## src/rtl/freq_spi_pkg.sv

```systemverilog
// Shared definitions for the frequency-word SPI writer.
// Contents:
//   spiState_t - sequencing states shared by the top level and the frame serializer
//   WORD_W     - bits per SPI register frame
//   N_FRAMES   - frames per frequency word (upper half, then lower half)
//   cntWidth   - counter width for a terminal count, never narrower than one bit
package freq_spi_pkg;

  typedef enum logic [2:0] {
    IDLE,
    SETUP,
    SHIFT,
    HOLD,
    GAP,
    DONE
  } spiState_t;

  localparam int WORD_W   = 16;
  localparam int N_FRAMES = 2;

  function automatic int cntWidth(input int n);
    return (n > 1) ? $clog2(n) : 1;
  endfunction

endpackage

```

## src/rtl/freq_spi_writer_spi_word_tx.sv

```systemverilog
// Serializes one 16-bit register frame as a mode-0, MSB-first SPI master.
// A frame is SETUP (CLK_DIV cycles, csn low, sclk low, first bit on mosi),
// 16 bits of CLK_DIV low + CLK_DIV high sclk, then HOLD (CLK_DIV cycles low).
// Ports:
//   clk, rstn  - system clock, asynchronous active-low reset
//   go         - start a frame; only honoured while the serializer is idle
//   word       - frame data, captured on go
//   frameDone  - high in the final HOLD cycle; csn rises on the next edge
//   csn        - chip select, active-low (registered)
//   sclk       - serial clock, idle low (registered)
//   mosi       - serial data, 0 while csn is high (registered)
import freq_spi_pkg::*;

module spi_word_tx #(
  parameter int CLK_DIV = 4
) (
  input  logic              clk,
  input  logic              rstn,
  input  logic              go,
  input  logic [WORD_W-1:0] word,
  output logic              frameDone,
  output logic              csn,
  output logic              sclk,
  output logic              mosi
);

  localparam int HW = cntWidth(CLK_DIV);

  spiState_t         state, stateNext;
  logic [HW-1:0]     halfCnt, halfNext;
  logic [3:0]        bitCnt, bitNext;
  logic [WORD_W-1:0] shiftReg, shiftNext;
  logic              csnNext, sclkNext, mosiNext;
  logic              halfLast;

  assign halfLast  = (halfCnt == HW'(CLK_DIV - 1));
  assign frameDone = (state == HOLD) && halfLast;

  // State, counters and the three SPI pins are all plain flops so the pins
  // leave the block glitch-free.
  always_ff @(posedge clk or negedge rstn) begin
    if (!rstn) begin
      state    <= IDLE;
      halfCnt  <= '0;
      bitCnt   <= '0;
      shiftReg <= '0;
      csn      <= 1'b1;
      sclk     <= 1'b0;
      mosi     <= 1'b0;
    end else begin
      state    <= stateNext;
      halfCnt  <= halfNext;
      bitCnt   <= bitNext;
      shiftReg <= shiftNext;
      csn      <= csnNext;
      sclk     <= sclkNext;
      mosi     <= mosiNext;
    end
  end

  // Next-state and next-pin logic. The current sclk level doubles as the
  // low/high phase flag inside SHIFT. The shift register always holds the
  // bit on the wire in its MSB, so the next bit is taken from MSB-1 at the
  // end of each high phase, which is also the start of the next low phase.
  always_comb begin
    stateNext = state;
    halfNext  = halfCnt;
    bitNext   = bitCnt;
    shiftNext = shiftReg;
    csnNext   = csn;
    sclkNext  = sclk;
    mosiNext  = mosi;
    case (state)
      IDLE: begin
        csnNext  = 1'b1;
        sclkNext = 1'b0;
        mosiNext = 1'b0;
        if (go) begin
          stateNext = SETUP;
          halfNext  = '0;
          shiftNext = word;
          csnNext   = 1'b0;
          mosiNext  = word[WORD_W-1];
        end
      end
      SETUP: begin
        halfNext = halfCnt + 1'b1;
        if (halfLast) begin
          halfNext  = '0;
          bitNext   = 4'(WORD_W - 1);
          stateNext = SHIFT;
        end
      end
      SHIFT: begin
        halfNext = halfCnt + 1'b1;
        if (halfLast) begin
          halfNext = '0;
          if (!sclk) begin
            sclkNext = 1'b1;
          end else begin
            sclkNext = 1'b0;
            if (bitCnt == 4'd0) begin
              stateNext = HOLD;
            end else begin
              bitNext   = bitCnt - 4'd1;
              shiftNext = shiftReg << 1;
              mosiNext  = shiftReg[WORD_W-2];
            end
          end
        end
      end
      HOLD: begin
        halfNext = halfCnt + 1'b1;
        if (halfLast) begin
          halfNext  = '0;
          stateNext = IDLE;
          csnNext   = 1'b1;
          mosiNext  = 1'b0;
        end
      end
      default: begin
        stateNext = IDLE;
      end
    endcase
  end

endmodule

```

## src/rtl/freq_spi_writer.sv

```systemverilog
// Writes a 32-bit frequency word to the RF synthesizer as two SPI frames,
// upper half first, separated by GAP_CYC cycles of csn high.
// Ports:
//   clk, rstn  - system clock, asynchronous active-low reset
//   start      - one-cycle request, accepted only while busy is low
//   freq_data  - frequency word, captured into a shadow register on accept
//   busy       - transfer in progress (registered)
//   done       - one-cycle pulse in the cycle after the last frame (registered)
//   spi_csn    - chip select, active-low
//   spi_sclk   - serial clock, idle low
//   spi_mosi   - serial data
import freq_spi_pkg::*;

module freq_spi_writer #(
  parameter int CLK_DIV = 4,
  parameter int GAP_CYC = 8
) (
  input  logic        clk,
  input  logic        rstn,
  input  logic        start,
  input  logic [31:0] freq_data,
  output logic        busy,
  output logic        done,
  output logic        spi_csn,
  output logic        spi_sclk,
  output logic        spi_mosi
);

  localparam int GW = cntWidth(GAP_CYC);

  // SHIFT here means "a frame is in flight inside the serializer".
  spiState_t         state, stateNext;
  logic [31:0]       shadow, shadowNext;
  logic              frameIdx, frameNext;
  logic [GW-1:0]     gapCnt, gapNext;
  logic              busyNext, doneNext;
  logic              go;
  logic [WORD_W-1:0] goWord;
  logic              frameDone;
  logic              gapLast;

  assign gapLast = (gapCnt == GW'(GAP_CYC - 1));

  // Sequencing registers plus the busy/done output flops.
  always_ff @(posedge clk or negedge rstn) begin
    if (!rstn) begin
      state    <= IDLE;
      shadow   <= '0;
      frameIdx <= 1'b0;
      gapCnt   <= '0;
      busy     <= 1'b0;
      done     <= 1'b0;
    end else begin
      state    <= stateNext;
      shadow   <= shadowNext;
      frameIdx <= frameNext;
      gapCnt   <= gapNext;
      busy     <= busyNext;
      done     <= doneNext;
    end
  end

  // Frame sequencing. DONE behaves like IDLE so a start in the done cycle
  // launches the next transfer without an idle cycle. The first frame is
  // fed straight from freq_data because the shadow only loads on this edge.
  always_comb begin
    stateNext  = state;
    shadowNext = shadow;
    frameNext  = frameIdx;
    gapNext    = gapCnt;
    busyNext   = busy;
    doneNext   = 1'b0;
    go         = 1'b0;
    goWord     = shadow[WORD_W-1:0];
    case (state)
      IDLE, DONE: begin
        stateNext = IDLE;
        busyNext  = 1'b0;
        if (start) begin
          stateNext  = SHIFT;
          shadowNext = freq_data;
          frameNext  = 1'b0;
          busyNext   = 1'b1;
          go         = 1'b1;
          goWord     = freq_data[31:WORD_W];
        end
      end
      SHIFT: begin
        if (frameDone) begin
          if (frameIdx == 1'(N_FRAMES - 1)) begin
            stateNext = DONE;
            busyNext  = 1'b0;
            doneNext  = 1'b1;
          end else begin
            stateNext = GAP;
            gapNext   = '0;
          end
        end
      end
      GAP: begin
        gapNext = gapCnt + 1'b1;
        if (gapLast) begin
          gapNext   = '0;
          go        = 1'b1;
          frameNext = 1'b1;
          stateNext = SHIFT;
        end
      end
      default: begin
        stateNext = IDLE;
      end
    endcase
  end

  spi_word_tx #(
    .CLK_DIV(CLK_DIV)
  ) wordTx (
    .clk      (clk),
    .rstn     (rstn),
    .go       (go),
    .word     (goWord),
    .frameDone(frameDone),
    .csn      (spi_csn),
    .sclk     (spi_sclk),
    .mosi     (spi_mosi)
  );

endmodule

```

## config.mk

```make
export PLATFORM = sky130hd
export DESIGN_NAME = freq_spi_writer
export DESIGN_NICKNAME = d
export VERILOG_FILES = /design/src/rtl/freq_spi_pkg.sv /design/src/rtl/freq_spi_writer_spi_word_tx.sv /design/src/rtl/freq_spi_writer.sv
export SDC_FILE = /design/constraint.sdc
export NUM_CORES = 1
export LEC_CHECK = 0
export ABC_AREA = 1
export BUFFER_PORTS_ARGS = -buffer_cell sky130_fd_sc_hd__buf_4
export CORE_MARGIN = 3
export CORE_UTILIZATION = 40
export DETAILED_ROUTE_END_ITERATION = 10
export PLACE_DENSITY = 0.6
export RECOVER_POWER = 50
export REMOVE_ABC_BUFFERS = 1
export SYNTH_ARGS = -nofsm -noshare
export SYNTH_HDL_FRONTEND = slang
export SYNTH_SLANG_ARGS = --single-unit
```

## constraint.sdc

```tcl
create_clock -name clk -period 2 [get_ports clk]
set_input_delay 0.1 -clock clk [delete_from_list [all_inputs] [get_ports clk]]
set_output_delay 0.1 -clock clk [all_outputs]
set_load 0.02 [all_outputs]
```

==> summary.md <==
| Metric | Value |
|---|---|
| Share of cells above drive strength 1 | `19.50%` |
| First-pass DRT Iterations | `4` |
| Post-Layout Cell Count | `496` |
| DRT iter0 DRCs | `85` |
| Syn_area_per_cell | `7.831 um^2` |
| Fin crit period | `1.756 ns` |
| Worst setup SP type | `flip-flop` |
| RSZ-0062 raised after global routing | `no` |
| Worst EP required | `2.19 ns` |
| DP Area | `3197 um^2` |
| Synthesized area | `2843 um^2` |
| Worst VDD drop | `0.0002806 V` |
| Crit. End Element | `flip-flop` |
| Final Util | `48.39%` |
| Slowest cell delay on critical path | `0.44 ns` |
| Largest net degree at the start of global routing | `52` |
| Worst hold path type | `in -> reg` |
| Port bufs | `39` |
| Drt wl/cell | `10.63 um` |
| IO Pins | `40` |
| Antenna violations before repair | `0` |
| Clk sinks | `51` |
| Peak Freq | `569.3 MHz` |
| Max-cap violation count | `0` |
| CP arrival | `1.95 ns` |
| Netlist cell types | `32` |
| Worst path cell trace | `inv_1 -> ha_2 -> nand4_1 -> nand2_1 -> nor2_2 -> nand2_4 -> inv_4 -> nand2_1 -> nand2_1` |
| Bufs on Longest Clock Path | `2` |
| Overflow after GRT | `0` |
| Total Negative Setup Slacks | `0 ns` |
| Hold Slack | `0.02425 ns` |
| Rows | `30` |
| Synthesis-to-layout area growth | `16.29%` |
| Final nets | `443` |
| Worst-path clk slew | `0.09 ns` |
| Clock skew | `0.01108 ns` |
| Critical path class | `reg -> reg` |
| CTS tree | `yes` |
| CP max FO | `17` |
| Most common cell after layout, fill and taps aside | `nand2_1` |
| Die width | `90.30 um` |
| DRT Wirelength | `5271 um` |
| Pleak | `0.001736 uW` |
| Flops & latches, synth | `51` |
| Vias | `2267` |
| Post-DP HPWL | `3679 um` |
| Most frequent cells in the layout | `146 x nand2_1, 50 x dfrtp_1, 44 x o21ai_0` |
| Core ar. | `6832 um^2` |
| Sequential share of the synthesized area | `44.94%` |
| Number of global-route vias before repair | `2244` |
| Total GRT Usage | `14.26%` |
| Inserted Diodes | `0` |
| Full die area | `8154 um^2` |
| YS warnings | `0` |
| Slowest stage cell, crit path | `dfrtp_1` |
| DRC violations left | `0` |
| Setup violators final | `0` |
| Starting density of the core | `41.61%` |
| Crit path buf inv count | `2` |
| H-tree Lvls | `2` |
| Slew @ Worst Pin | `1.273 ns` |
| Placed cells | `487` |
| Status | `finished, final reports clean` |
| Die H | `90.30 um` |
| CTS buffer count | `5` |
| Global-route wire length before repair | `9825 um` |
| Slew headroom | `15.13%` |
| Vias per std cell | `4.571` |
| Cell family with most CP delay | `simple AND/OR/NAND/NOR gates` |
| Post-DRT Antenna Nets | `0` |
| Gate Count Post-Synth | `363` |
| Gpl congestion | `0.8311` |
| Slew Limit Fails | `0` |
| Final instance area | `3306 um^2` |
| Total power per unit cell area | `551.9 nW/um^2` |
| CP dominant cell by count | `nand2_1` |
| Endpoints failing hold | `0` |
| Fin crit share | `87.82%` |
| Clk Latency, worst-skew pair | `0.30 ns` |
| Root Driver | `clkbuf_8` |
metrics by stage:
| stage | setup slack, ns | total power, uW |
|---|---|---|
| final | 0.2436 | 1824 |
| after global routing | 0.007563 | 1915 |
| after CTS | 0.07854 | 1861 |
| after detailed placement | 0.1032 | 1143 |
| after global placement | 0.1864 | 1143 |
| after floorplan | 0.04004 | 1063 |
cells by family (layout without fill, tap and decap cells):
| group | after synthesis | after routing | share of synthesized area (%) |
|---|---|---|---|
| buf+inv | 52 | 89 | 8.098 |
| flops | 51 | 51 | 44.94 |
| mux | 16 | 16 | 6.338 |
| simple gates | 179 | 179 | 26.32 |
| fa+ha+maj | 9 | 9 | 3.961 |
| compound gates | 54 | 54 | 9.727 |
| xor+xnor | 2 | 2 | 0.6163 |
path summary, 6_finish.rpt:
kind | start | to | slack (ns) | cells past startpoint
max in group asynchronous | rstn | shadow[11]$_DFFE_PN0P_ | 0.61 | 2
min in group asynchronous | rstn | shadow[7]$_DFFE_PN0P_ | 0.61 | 2
max | wordTx.state[0]$_DFFE_PN0P_ | wordTx.shiftReg[4]$_DFFE_PN0P_ | 0.24 | 9
min | freq_data[14] | shadow[14]$_DFFE_PN0P_ | 0.02 | 2
min reg2reg | busy$_DFFE_PN0P_ | busy$_DFFE_PN0P_ | 0.49 | 2
max reg2reg | wordTx.state[0]$_DFFE_PN0P_ | wordTx.shiftReg[4]$_DFFE_PN0P_ | 0.24 | 9
area by class of cell:
type                       count  area (um^2)
inverter                      37        141.4
multi-input combinational    260         1338
tap                           96        120.1
fill                         734         3526
timing repair buffer          44        322.8
clock inverter                 1        30.03
sequential                    51         1277
clock buffer                   7        76.32
where the power goes:
part / total, uW / internal (uW) / switching [uW] / leakage (uW)
clock network: 704 / 375 / 329 / 0.0000524
logic: 89.6 / 47.9 / 41.7 / 0.000995
registers: 1030 / 1030 / 0 / 0.000689
total: 1820 / 1450 / 371 / 0.00174
worst register-to-register path: cells and delay by family (launching register included):
family | cells | cell delay, ns
fa+ha+maj | 1 | 0.34
buf+inv | 2 | 0.21
flops | 1 | 0.44
simple gates | 6 | 0.66
per-layer routing:
layer	vias up	part of all wire [%]	GRT usage, %
met2	35	48	24.70
met1	1019	48	18.22
li1	1209	-	-
met4	0	0.61	2.934
met5	-	0	0
met3	4	3.3	3.333
registers in the layout (all words and copies together) (netlist names):
register	cells
shadow	16
wordTx.shiftReg	15
wordTx.bitCnt	4
gapCnt	3
state	3
wordTx.halfCnt	2
wordTx.state	2
busy	1
done	1
frameIdx	1
wordTx.csn	1
wordTx.mosi	1
wordTx.sclk	1
what timing repair did:
item	4_1_cts	5_1_grt
hold buffers	1	0
gates resized for setup	0	1
buffers inserted	0	0
setup endpoints to repair	0	17
endpoints found under the hold margin	50	0
cell usage after synthesis, drive strengths merged:
library cell / instances / area [um^2]
nand4: 1 / 6.260
nor2: 14 / 62.56
ha: 9 / 112.6
buf: 11 / 72.56
or2: 1 / 6.260
dfstp: 1 / 26.28
o21ai: 49 / 249.0
o31ai: 1 / 7.510
clkbuf: 4 / 16.26
mux2: 16 / 180.2
xor2: 2 / 17.52
dfrtp: 50 / 1251
clkinv: 1 / 3.750
inv: 36 / 137.6
a21oi: 4 / 20.02
nand3: 9 / 62.56
nor3: 2 / 10.01
nand2: 151 / 594.3
and3: 1 / 6.260
(Power assumes the default switching activity.)
